`src/rtl/pixbuf_pkg.sv`:
```
// Shared types and default sizing for the pixel stream buffer.
package pixbuf_pkg;

    typedef enum logic [1:0] {
        IDLE  = 2'd0,
        REQ   = 2'd1,
        RECV  = 2'd2,
        DRAIN = 2'd3
    } pixbuf_state_t;

    localparam int DEF_BURST_LEN   = 8;
    localparam int DEF_DEPTH       = 64;
    localparam int DEF_FRAME_WORDS = 76800;

endpackage

```
`src/rtl/pixbuf_fifo_mem.sv`:
```
// Simple dual-port RAM, one write and one registered read port, shaped for block-RAM inference.
module pixbuf_fifo_mem #(
    parameter int DATA_W = 16,
    parameter int DEPTH  = 64,
    parameter int AW     = $clog2(DEPTH)
) (
    input  logic              i_clk,
    input  logic              i_we,
    input  logic [AW-1:0]     i_waddr,
    input  logic [DATA_W-1:0] i_wdata,
    input  logic              i_re,
    input  logic [AW-1:0]     i_raddr,
    output logic [DATA_W-1:0] o_rdata
);

    logic [DATA_W-1:0] r_mem [DEPTH];
    logic [DATA_W-1:0] r_rdata;

    // Read returns the old word when the same address is written in the same cycle.
    always_ff @(posedge i_clk) begin
        if (i_we) begin
            r_mem[i_waddr] <= i_wdata;
        end
        if (i_re) begin
            r_rdata <= r_mem[i_raddr];
        end
    end

    assign o_rdata = r_rdata;

endmodule

```
`src/rtl/pixel_stream_buffer.sv`:
```
// Burst-reserving FIFO between the SDRAM read stream and the pixel side.
// Define PIXBUF_STATS_EN to add the drop_count / starve_count outputs.
module pixel_stream_buffer
    import pixbuf_pkg::*;
#(
    parameter int DATA_W      = 16,
    parameter int DEPTH       = DEF_DEPTH,
    parameter int BURST_LEN   = DEF_BURST_LEN,
    parameter int FRAME_WORDS = DEF_FRAME_WORDS
) (
    input  logic                   ck,
    input  logic                   reset,
    input  logic                   frame_start,
    input  logic                   in_valid,
    input  logic [DATA_W-1:0]      in_data,
    output logic                   burst_req,
    input  logic                   burst_ack,
    input  logic                   rd_en,
    output logic [DATA_W-1:0]      rd_data,
    output logic                   rd_valid,
    output logic [$clog2(DEPTH):0] level,
    output logic                   frame_done,
    output logic                   overflow,
    output logic                   underflow
`ifdef PIXBUF_STATS_EN
    ,
    output logic [15:0]            drop_count,
    output logic [15:0]            starve_count
`endif
);

    localparam int AW    = $clog2(DEPTH);
    localparam int LVL_W = AW + 1;
    localparam int FW_W  = $clog2(FRAME_WORDS + 1);
    localparam int BC_W  = $clog2(BURST_LEN + 1);

    localparam logic [LVL_W-1:0] LVL_LIMIT   = LVL_W'(DEPTH - BURST_LEN);
    localparam logic [FW_W-1:0]  FETCH_LIMIT = FW_W'(FRAME_WORDS - BURST_LEN);
    localparam logic [FW_W-1:0]  LAST_WORD   = FW_W'(FRAME_WORDS - 1);
    localparam logic [BC_W-1:0]  LAST_BEAT   = BC_W'(BURST_LEN - 1);

    if ((FRAME_WORDS % BURST_LEN) != 0) begin : g_chk_frame
        $error("FRAME_WORDS must be a whole number of bursts");
    end
    if (((DEPTH & (DEPTH - 1)) != 0) || (DEPTH < 2 * BURST_LEN)) begin : g_chk_depth
        $error("DEPTH must be a power of two and at least 2*BURST_LEN");
    end

    pixbuf_state_t     r_state, w_state_next;
    logic [BC_W-1:0]   r_burst_cnt, w_burst_cnt_next;
    logic [AW:0]       r_wptr, r_rptr;
    logic [FW_W-1:0]   r_fetched;
    logic              r_frame_active, r_frame_done, r_overflow, r_underflow;
    logic              r_rd_valid, r_rd_seen;
    logic [LVL_W-1:0]  w_level;
    logic              w_full, w_empty, w_pop, w_starve, w_wr, w_ovf, w_idle_stray, w_last_word;
    logic [DATA_W-1:0] w_mem_q;

    assign w_level      = r_wptr - r_rptr;
    assign w_full       = w_level[AW];
    assign w_empty      = (w_level == '0);
    assign w_pop        = rd_en && !w_empty && !frame_start;
    assign w_starve     = rd_en && w_empty && !frame_start;
    assign w_wr         = in_valid && (r_state == RECV) && !frame_start && (!w_full || w_pop);
    assign w_ovf        = in_valid && !frame_start && w_full && !w_pop && (r_state != DRAIN);
    assign w_idle_stray = in_valid && !frame_start && (r_state == IDLE);
    assign w_last_word  = w_wr && (r_fetched == LAST_WORD);

    always_comb begin
        w_state_next     = r_state;
        w_burst_cnt_next = r_burst_cnt;
        case (r_state)
            IDLE: begin
                if (!frame_start && r_frame_active && (w_level <= LVL_LIMIT) &&
                    (r_fetched <= FETCH_LIMIT)) begin
                    w_state_next = REQ;
                end
            end
            REQ: begin
                if (burst_ack) begin
                    w_burst_cnt_next = '0;
                    w_state_next     = frame_start ? DRAIN : RECV;
                end else if (frame_start) begin
                    w_state_next = IDLE;
                end
            end
            RECV, DRAIN: begin
                // Every beat of the in-flight burst is counted, whether kept or discarded.
                if (in_valid) begin
                    w_burst_cnt_next = r_burst_cnt + 1'b1;
                end
                if (in_valid && (r_burst_cnt == LAST_BEAT)) begin
                    w_state_next = IDLE;
                end else if (frame_start) begin
                    w_state_next = DRAIN;
                end
            end
            default: w_state_next = IDLE;
        endcase
    end

    always_ff @(posedge ck or posedge reset) begin
        if (reset) begin
            r_state        <= IDLE;
            r_burst_cnt    <= '0;
            r_wptr         <= '0;
            r_rptr         <= '0;
            r_fetched      <= '0;
            r_frame_active <= 1'b0;
            r_frame_done   <= 1'b0;
            r_overflow     <= 1'b0;
            r_underflow    <= 1'b0;
            r_rd_valid     <= 1'b0;
            r_rd_seen      <= 1'b0;
        end else begin
            r_state      <= w_state_next;
            r_burst_cnt  <= w_burst_cnt_next;
            r_rd_valid   <= w_pop;
            r_frame_done <= w_last_word;
            if (w_pop) begin
                r_rd_seen <= 1'b1;
            end
            if (frame_start) begin
                r_wptr         <= '0;
                r_rptr         <= '0;
                r_fetched      <= '0;
                r_overflow     <= 1'b0;
                r_underflow    <= 1'b0;
                r_frame_active <= 1'b1;
            end else begin
                if (w_wr) begin
                    r_wptr    <= r_wptr + 1'b1;
                    r_fetched <= r_fetched + 1'b1;
                end
                if (w_pop) begin
                    r_rptr <= r_rptr + 1'b1;
                end
                if (w_ovf) begin
                    r_overflow <= 1'b1;
                end
                if (w_starve) begin
                    r_underflow <= 1'b1;
                end
                if (w_last_word) begin
                    r_frame_active <= 1'b0;
                end
            end
        end
    end

    pixbuf_fifo_mem #(
        .DATA_W (DATA_W),
        .DEPTH  (DEPTH)
    ) u_mem (
        .i_clk   (ck),
        .i_we    (w_wr),
        .i_waddr (r_wptr[AW-1:0]),
        .i_wdata (in_data),
        .i_re    (w_pop),
        .i_raddr (r_rptr[AW-1:0]),
        .o_rdata (w_mem_q)
    );

`ifdef PIXBUF_STATS_EN
    logic [15:0] r_drop_cnt, r_starve_cnt;

    always_ff @(posedge ck or posedge reset) begin
        if (reset) begin
            r_drop_cnt   <= '0;
            r_starve_cnt <= '0;
        end else if (frame_start) begin
            r_drop_cnt   <= '0;
            r_starve_cnt <= '0;
        end else begin
            if ((w_ovf || w_idle_stray) && (r_drop_cnt != 16'hFFFF)) begin
                r_drop_cnt <= r_drop_cnt + 16'd1;
            end
            if (w_starve && (r_starve_cnt != 16'hFFFF)) begin
                r_starve_cnt <= r_starve_cnt + 16'd1;
            end
        end
    end

    assign drop_count   = r_drop_cnt;
    assign starve_count = r_starve_cnt;
`endif

    // RAM output register has no reset, so it is masked until the first pop after reset.
    assign rd_data    = r_rd_seen ? w_mem_q : '0;
    assign rd_valid   = r_rd_valid;
    assign burst_req  = (r_state == REQ);
    assign level      = w_level;
    assign frame_done = r_frame_done;
    assign overflow   = r_overflow;
    assign underflow  = r_underflow;

endmodule

```
`config.mk`:
```
export PLATFORM = sky130hd
export DESIGN_NAME = pixel_stream_buffer
export DESIGN_NICKNAME = d
export VERILOG_FILES = /design/src/rtl/pixbuf_pkg.sv /design/src/rtl/pixbuf_fifo_mem.sv /design/src/rtl/pixel_stream_buffer.sv
export SDC_FILE = /design/constraint.sdc
export NUM_CORES = 1
export LEC_CHECK = 0
export CAP_MARGIN = 20
export CORE_MARGIN = 2
export CORE_UTILIZATION = 50
export DETAILED_ROUTE_END_ITERATION = 8
export PLACE_DENSITY = 0.66
export SYNTH_ARGS = -nofsm -noshare
export SYNTH_HDL_FRONTEND = slang
export SYNTH_SLANG_ARGS = --single-unit
```
`constraint.sdc`:
```
create_clock -name ck -period 8.4 [get_ports ck]
set_input_delay 2.52 -clock ck [delete_from_list [all_inputs] [get_ports ck]]
set_output_delay 2.52 -clock ck [all_outputs]
set_load 0.01 [all_outputs]
```
* Word-level counts from Yosys, hierarchy flattened
Memories as Yosys holds them, arrays and structs flattened. A register that Yosys moved wholly into a read port is not among the register bits.
Cells that the tools add are included.
** Storage, ports and cells
- RAM bits :: 1024
- Register bits :: 43
- Word-level logic and storage cells :: 87
- Bits in read-only memories :: 0
- Input bits :: 22
- Output and inout port bits :: 28
- Bits in latches :: 0
- Memories kept :: 1
** Memory list
- u_mem.r_mem :: depth 64, width 16, read ports 1, clocked after Yosys merged registers in 1, write ports 1, line pixbuf_fifo_mem.sv:16 : logic [DATA_W-1:0] r_mem [DEPTH];
** Cells by class
- Multipliers :: 0
- Reductions and logical operators :: 32
- Order comparisons :: 2
- Shift operators :: 0
- Bitwise operators :: 0
- Equal/unequal tests :: 11
- Mux-type cells :: 25
- Div/mod/pow operators :: 0
- Add/sub/neg operators :: 5
** Operators with widths (count)
- $mux 17 :: 2
- $mux 7 :: 4
- $add 17x1->17 const B :: 1
- $eq 17x17->1 const B :: 1
- $le 17x17->1 const B :: 1
- $logic_and 1x1->1 :: 16
- $mux 16 :: 1
- $add 7x1->7 const B :: 2
- $reduce_bool 2->1 :: 6
- $mux 2 :: 5
- $mux 1 :: 9
- $mux 4 :: 2
- $pmux 4 s2 :: 1
- $le 7x6->1 const B :: 1
- $logic_not 7->1 :: 1
- $sub 7x7->7 :: 1
- $pmux 2 s3 :: 1
- $reduce_and 3->1 :: 2
- $add 4x1->4 const B :: 1
- $eq 2x2->1 const B :: 2
- $eq 4x3->1 const B :: 1
- $logic_not 1->1 :: 4
- $ne 2x1->1 const B :: 2
- $ne 2x2->1 const B :: 2
- 6 further kinds :: 6

* Logic depth before layout (Yosys ltp)
Gate-level depths: netlist of the first run.
- Depth after elaboration :: 10
- Mapped depth :: 12
- Mapped depth without buffers :: 9

* Modules after synthesis
From an unflattened synthesis of the first run, not the netlist that was laid out.
** Second synthesis, totals
- Cell total of the unflattened synthesis :: 2149
- Area total of the unflattened synthesis :: 42977.5 sq um
** By module, submodules not included
- pixbuf_fifo_mem :: seq. area each 31230.0 sq um, area each 40202.3 sq um, cells an instance 1829, instances 1
- pixel_stream_buffer :: seq. area each 1076.0 sq um, area each 2775.2 sq um, cells an instance 320, instances 1

* Worst setup path before layout of the first run
No wires, ideal clock.
- Path type :: reg-to-output
- Start :: reg r_rptr[3]
- End :: out level[6]
- Required time :: 5.880 ns
- Data arrival time :: 2.529 ns
- Stages on the path, launching flop included :: 10
- Path buffers :: 3
- Setup slack :: 3.351 ns
- Cells stage by stage :: dfrtp_1 > clkinv_1 > buf_2 > buf_1 > ha_1 > o21ai_0 > a2111o_1 > o211a_1 > clkbuf_1 > inv_1
** On the way
- Cells in the longest elaborated chain, start to end :: 1
** RTL lines
- start: declaration :: line pixel_stream_buffer.sv:51 : logic [AW:0] r_wptr, r_rptr;
- start signal: assignment :: line pixel_stream_buffer.sv:136 : r_rptr <= r_rptr + 1'b1;
- $sub 7x7->7 :: line pixel_stream_buffer.sv:59 : assign w_level = r_wptr - r_rptr;
- end: declaration :: line pixel_stream_buffer.sv:21 : output logic [$clog2(DEPTH):0] level,
No other way between the ends.

* Final worst setup path of the first run
- Start :: reg r_rptr[2]
- End :: out level[6]
The elaborated chain is that of the path after synthesis.

==> results.json, run 1 <==
{
  "mean_area_per_synthesized_cell_um2": 22.4,
  "viasPerCell": 6.16,
  "core_area_um2": 83700,
  "total_negative_slack_ns": 0,
  "cap_violations": 0,
  "floorplan.io_pins": 50,
  "post_synth_fa_ha_maj_area_fraction": 0.00372,
  "skew_pair_late_insertion_delay_ns": 0.67,
  "buffer_ports.inserted": 49,
  "most_common_cell_after_layout_fill_and_taps_aside": "sky130_fd_sc_hd__edfxtp_1",
  "run_status": "complete, no violations",
  "yosys.area.top_type_share": 0.738,
  "crit_required_ns": 5.88,
  "grt.total_usage": 0.229,
  "max_slew.worst_pin.slew_ns": 1.12,
  "fp.dieH_um": 295,
  "muxShareOfSynthArea": 0.176,
  "final_layout_size_suffix_gt1_frac": 0.285,
  "postSynthCellCount": 1886,
  "globalRoute.totalOverflow": 0,
  "total_leakage_power_uw": 0.0150,
  "largest_family_of_logic_cells_by_synthesized_area": "multiplexers",
  "pin_count_of_the_biggest_net_entering_global_routing": 73,
  "max-vdd-ir-drop_mv": 0.184,
  "post_cts.repair.setup_buffers": 0,
  "cts_htree_levels": 3,
  "synth_edf_count": 1040,
  "cts_resized": 0,
  "syn_to_final_growth_pct": 13.3,
  "ant_nets": 0,
  "totalWireLength_um": 97400,
  "timing.critical_path.to_type": "primary output",
  "slew_viol_final": 0,
  "starting_utilization_of_the_core_area": 0.506,
  "cts_inserted_buffers": 107,
  "synth_xor_area_frac": 0.00372,
  "ys_seq_elements": 1083,
  "detailedRoute.firstIterationViolations": 2381,
  "final_util": 0.573,
  "cts_tree": "yes",
  "final_min_period_over_clock_period": 0.766,
  "detailedRoute.firstPassIterationCount": 5,
  "grt_setup_unrepaired": "false",
  "fin_worst_skew_ns": 0.0228,
  "first_global_vias": 20500,
  "post-place-ws_ns": 2.35,
  "synth_cell_types": 54,
  "crit_path_max_fanout": 72,
  "grt_pass1_wl_um": 142000,
  "cts_hold_buf": 0,
  "min_period_ns": 6.43,
  "post_synth_and_or_nand_nor_area_fraction": 0.0251,
  "start_kind": "flop",
  "portion_of_the_post_synthesis_area_used_by_sequential_elements": 0.763,
  "vias": 20200,
  "drt-wirelength-per-cell_um": 29.7,
  "antenna_found_initial": 3,
  "netlist.top_cell.by_area": "sky130_fd_sc_hd__edfxtp_1",
  "layout_setup_ws_ns": 1.97,
  "final.fill_count": 6010,
  "timing.max_slew.rel_slack": 0.256,
  "num-nets-final": 2084,
  "tritoncts_sink_count": 1083,
  "synth_compound_gate_area_share": 0.0145,
  "clock_tree.root_cell": "sky130_fd_sc_hd__clkbuf_16",
  "detailedPlacementHpwl_um": 56600,
  "class_of_the_most_critical_setup_path": "reg2out",
  "worst_setup_hold_path_clk_slew_ns": 0.06,
  "finalWeightedCongestion": 0.862,
  "cts.path.max_buffers": 3,
  "max_freq_mhz": 156,
  "row_count": 106,
  "yosys_warnings": 0,
  "mappedNetlistNets": 1920,
  "die_area_um2": 87000,
  "drt_drc_violations_left": 0,
  "ys_async_sr_fraction": 0.0397,
  "setup_viol_count_final": 0,
  "power-per-cell-area_nw_per_um2": 263,
  "synth.top_cells.by_area": "sky130_fd_sc_hd__edfxtp_1 (74%), sky130_fd_sc_hd__mux4_2 (17%), sky130_fd_sc_hd__dfrtp_1 (2.5%), sky130_fd_sc_hd__nor2_1 (0.98%), sky130_fd_sc_hd__mux2i_1 (0.47%)",
  "synthesis.area_um2": 42300,
  "final-hold-violation-count": 0,
  "most_frequent_cells_in_the_layout": "sky130_fd_sc_hd__edfxtp_1 (1040), sky130_fd_sc_hd__mux4_2 (320), sky130_fd_sc_hd__clkbuf_16 (111)",
  "die_x_um": 295,
  "arrival_ns": 3.91,
  "ys.flop_type": "sky130_fd_sc_hd__edfxtp_1",
  "worstHoldPathType": "reg2reg"
}
-- critical path, cell delays in order (launching register included) --
cell	delay (ns)
sky130_fd_sc_hd__dfrtp_4	1.15
sky130_fd_sc_hd__inv_1	0.12
sky130_fd_sc_hd__ha_1	0.40
sky130_fd_sc_hd__nand2b_1	0.12
sky130_fd_sc_hd__a2111o_1	0.41
sky130_fd_sc_hd__o211a_1	0.32
sky130_fd_sc_hd__inv_1	0.13
sky130_fd_sc_hd__clkdlybuf4s50_1	0.55
-- layer usage --
metal  routed length, µm  global-route usage  vias up
met5                   0                   0        -
met4                3030              0.0714        0
met3                7680              0.0436      158
met2               46400               0.357      935
met1               40300               0.332    10800
li1                    -                   -     8297
-- path summary, 6_finish.rpt --
| kind | startpoint | endpoint | slack, ns | cells past startpoint |
|---|---|---|---|---|
| min | overflow | overflow | 0.51 | 2 |
| max reg2reg | r_rptr[0] | u_mem.o_rdata[8] | 3.10 | 7 |
| min in group asynchronous | reset | overflow | 2.22 | 2 |
| max in group asynchronous | reset | r_rptr[0] | 5.66 | 3 |
| min reg2reg | overflow | overflow | 0.51 | 2 |
| max | r_rptr[2] | level[6] | 1.97 | 7 |
-- registers in the layout, indices dropped and copies added, names as in the netlist --
register        cells
frame_done          1
r_rptr              7
r_rd_seen           1
r_frame_active      1
r_fetched          17
u_mem.o_rdata      16
rd_valid            1
overflow            1
u_mem.r_mem      1024
underflow           1
r_wptr              7
r_burst_cnt         4
r_state             2
-- power breakdown --
part	switching, µW	leakage [µW]	internal (µW)
logic	952	0.00339	857
registers	75.1	0.00992	5960
clock network	1960	0.00172	2790
-- area by class of cell --
cell class | count | area [µm²] | area share
Inverter | 22 | 82.6 | 0.00172
Clock inverter | 74 | 677 | 0.0141
Sequential cell | 1083 | 32300 | 0.674
Multi-Input combinational cell | 682 | 9420 | 0.196
Antenna cell | 3 | 7.51 | 0.000156
Clock buffer | 124 | 2830 | 0.0589
Timing Repair Buffer | 154 | 1220 | 0.0254
Tap cell | 1134 | 1420 | 0.0296
-- metrics by stage --
step	hold WS, ns	cell area [µm²]	power, µW	instances
floorplan	0.460	42300	7330	1886
global placement	0.483	44400	7950	3073
detailed placement	0.494	44400	7970	3074
CTS	0.509	47900	12700	3272
global route	0.538	48000	13000	3273
finish	0.507	48000	12600	3276
-- synth_stat cells, types with 3 or more instances --
library cell / number
sky130_fd_sc_hd__edfxtp_1: 1040
sky130_fd_sc_hd__mux4_2: 320
sky130_fd_sc_hd__nor2_1: 110
sky130_fd_sc_hd__dfrtp_1: 43
sky130_fd_sc_hd__clkbuf_1: 37
sky130_fd_sc_hd__buf_1: 22
sky130_fd_sc_hd__buf_2: 20
sky130_fd_sc_hd__inv_1: 20
sky130_fd_sc_hd__mux2i_1: 20
sky130_fd_sc_hd__a21oi_1: 18
sky130_fd_sc_hd__and2_1: 18
sky130_fd_sc_hd__nor3_1: 18
sky130_fd_sc_hd__a211oi_1: 17
sky130_fd_sc_hd__nand2_1: 17
sky130_fd_sc_hd__o21ai_0: 16
sky130_fd_sc_hd__xor2_1: 13
sky130_fd_sc_hd__buf_6: 11
sky130_fd_sc_hd__ha_1: 11
sky130_fd_sc_hd__or3_1: 11
sky130_fd_sc_hd__nand4_1: 10
sky130_fd_sc_hd__buf_4: 9
sky130_fd_sc_hd__nand3_1: 9
sky130_fd_sc_hd__o31ai_1: 9
sky130_fd_sc_hd__o2111ai_1: 7
sky130_fd_sc_hd__or4_1: 6
sky130_fd_sc_hd__o211ai_1: 5
sky130_fd_sc_hd__xnor2_1: 5
sky130_fd_sc_hd__a22o_1: 4
sky130_fd_sc_hd__and4_1: 4
sky130_fd_sc_hd__nand2b_1: 4
sky130_fd_sc_hd__nor2b_1: 4
sky130_fd_sc_hd__nor4_1: 3
-- logic make-up after synthesis --
logic type,after synthesis
xor+xnor,18
flops,1083
simple gates,222
fa+ha+maj,12
buf+inv,121
compound gates,88
mux,342
No activity file was read; power rests on OpenSTA's default activity.
==> run 2: changes to the inputs <==
clock period = 6.39 ns   (was 8.4 ns; I/O delays follow)
==> run 2 against run 1 <==
Clock skew down 0.0029 ns. Die area stayed put. Utilization rose by 0.058 points. Sequential cell count is the same. Critical endpoint unchanged. Global-route usage decreased by 1.2 points. Clock-buffer cell count is 7 higher. Register-to-register slack got worse by 1.4 ns. Routed wire length shrank 4.8%. Non-clock buffer count up 1.
==> results.json, run 2 (synthesis results as in run 1) <==
{
  "worstPathBufferInverterCount": 2,
  "worst_hold_path.num_cells": 2,
  "crit_required_ns": 4.47,
  "cts_resized": 0,
  "worst_hold_startpoint": "overflow",
  "setup_viol_count_final": 0,
  "timing.critical_path.cells": "ha_1, fa_1, nand2b_1, a2111o_1, o211a_1, inv_1, clkdlybuf4s50_1",
  "ant_nets": 0,
  "totalWireLength_um": 92800,
  "grt_setup_unrepaired": "false",
  "class_of_the_most_critical_setup_path": "reg2out",
  "post_cts.repair.setup_buffers": 0,
  "timing.critical_path.to_type": "primary output",
  "drt-wirelength-per-cell_um": 28.4,
  "globalRoute.totalOverflow": 0,
  "final-hold-violation-count": 0,
  "worstHoldPathType": "reg2reg",
  "finalWeightedCongestion": 0.929,
  "syn_to_final_growth_pct": 13.5,
  "arrival_ns": 3.66,
  "pin_count_of_the_biggest_net_entering_global_routing": 70,
  "antenna_found_initial": 2,
  "cts_hold_buf": 0,
  "die_x_um": 295,
  "detailedRoute.firstPassIterationCount": 5,
  "worst_r2r_path_depth": 9,
  "r2r_slack_ns": 1.66,
  "core_area_um2": 83700,
  "cts_inserted_buffers": 106,
  "buffer_ports.inserted": 49,
  "detailedRoute.firstIterationViolations": 2504,
  "largest_reg_flops": 1024,
  "start_kind": "flop",
  "final_util": 0.574,
  "clock_tree.root_cell": "sky130_fd_sc_hd__clkbuf_16",
  "final_min_period_over_clock_period": 0.873,
  "biggest_register": "u_mem.r_mem",
  "max_freq_mhz": 179,
  "first_global_vias": 19800,
  "worst_setup_hold_path_clk_slew_ns": 0.06,
  "cap_violations": 0,
  "max-vdd-ir-drop_mv": 0.231,
  "skew_pair_late_insertion_delay_ns": 0.65,
  "cts_tree": "yes",
  "floorplan.io_pins": 50,
  "run_status": "complete, no violations",
  "fin_worst_skew_ns": 0.0199,
  "total_negative_slack_ns": 0,
  "min_period_ns": 5.58,
  "max_slew.worst_pin.slew_ns": 1.09,
  "most_frequent_cells_in_the_layout": "sky130_fd_sc_hd__edfxtp_1 (1040), sky130_fd_sc_hd__mux4_2 (320), sky130_fd_sc_hd__nor2_1 (110), sky130_fd_sc_hd__clkbuf_16 (110), sky130_fd_sc_hd__buf_4 (99)",
  "die_area_um2": 87000,
  "cpMaxStageDelayCell": "sky130_fd_sc_hd__dfrtp_4",
  "slowest_delay_ns": 0.68,
  "vias": 20000,
  "r2r_end": "u_mem.r_mem[13][12]",
  "timing.max_slew.rel_slack": 0.276,
  "slew_viol_final": 0,
  "detailedPlacementHpwl_um": 57700,
  "num-nets-final": 2084,
  "grt_pass1_wl_um": 137000,
  "starting_utilization_of_the_core_area": 0.506,
  "final_layout_size_suffix_gt1_frac": 0.282,
  "drt_drc_violations_left": 0,
  "cts.path.max_buffers": 3,
  "row_count": 106,
  "r2r_start": "r_rptr[0]",
  "total_leakage_power_uw": 0.0150,
  "most_common_cell_after_layout_fill_and_taps_aside": "sky130_fd_sc_hd__edfxtp_1",
  "cts_htree_levels": 3,
  "fp.dieH_um": 295,
  "grt.total_usage": 0.217,
  "final.fill_count": 5989,
  "hold_path_end": "overflow",
  "power-per-cell-area_nw_per_um2": 344,
  "crit_path_max_fanout": 27,
  "tritoncts_sink_count": 1083,
  "cpLargestDelayFamily": "compound AO/OA/AOI/OAI gates",
  "viasPerCell": 6.11,
  "whs_ns": 0.501
}
## run 2: cell types whose count changed in the layout (fill, tap and decap cells not counted), sizes merged
cell,previous run,this run
clkinv,55,46
clkbuf,124,131
clkinvlp,5,2
diode,3,1
buf,121,122
bufinv,13,14
inv,23,22
## run 2: worst max-delay path by stage
| stage | endpoint | cells past startpoint | slack, ns | start |
|---|---|---|---|---|
| global route | level[6] | 7 | 0.58 | r_rptr[4] |
| finish | level[6] | 7 | 0.81 | r_rptr[0] |
| floorplan | level[6] | 9 | 1.94 | r_rptr[3] |
| detailed placement | u_mem.r_mem[60][10] | 7 | 0.65 | in_valid |
| CTS | level[6] | 7 | 0.76 | r_rptr[0] |
| global placement | u_mem.r_mem[12][3] | 7 | 0.67 | in_valid |
## run 2: report_power, final
group	internal (µW)	total [µW]	switching (µW)
sequential	7840	7940	104
clock	3690	6240	2550
combinational	1130	2330	1200
## run 2: tightest hold or removal path, stage by stage, from the launching register on
cell                      delay (ns)
sky130_fd_sc_hd__dfrtp_1        0.35
sky130_fd_sc_hd__a31oi_1        0.05
sky130_fd_sc_hd__nor2_1         0.07
## run 2: cell type report
cell class / instances / area [µm²] / area share
multi-input combinational: 682 / 9420 / 0.196
tap: 1134 / 1420 / 0.0295
timing repair buffer: 155 / 1290 / 0.0269
antenna: 1 / 2.50 / 0.0000521
clock inverter: 62 / 651 / 0.0135
clock buffer: 131 / 2830 / 0.0590
inverter: 22 / 82.6 / 0.00172
sequential: 1083 / 32300 / 0.673
## run 2: per-layer routing
metal	vias up	wire length, µm	share of wire	track usage
met5	-	0	0	0
met4	0	1930	0.021	0.0524
met3	114	6940	0.075	0.0331
met2	902	41900	0.45	0.318
met1	10700	42000	0.45	0.348
li1	8306	-	-	-
## run 2: stage by stage
stage	power, µW	instance area (µm²)	setup slack, ns	cells
3_3_place_gp	10400	44400	0.675	3069
3_5_place_dp	10400	44500	0.652	3076
4_1_cts	16600	48000	0.758	3269
6_report	16500	48000	0.810	3270
2_1_floorplan	9640	42300	1.94	1886
5_1_grt	17000	48000	0.582	3269
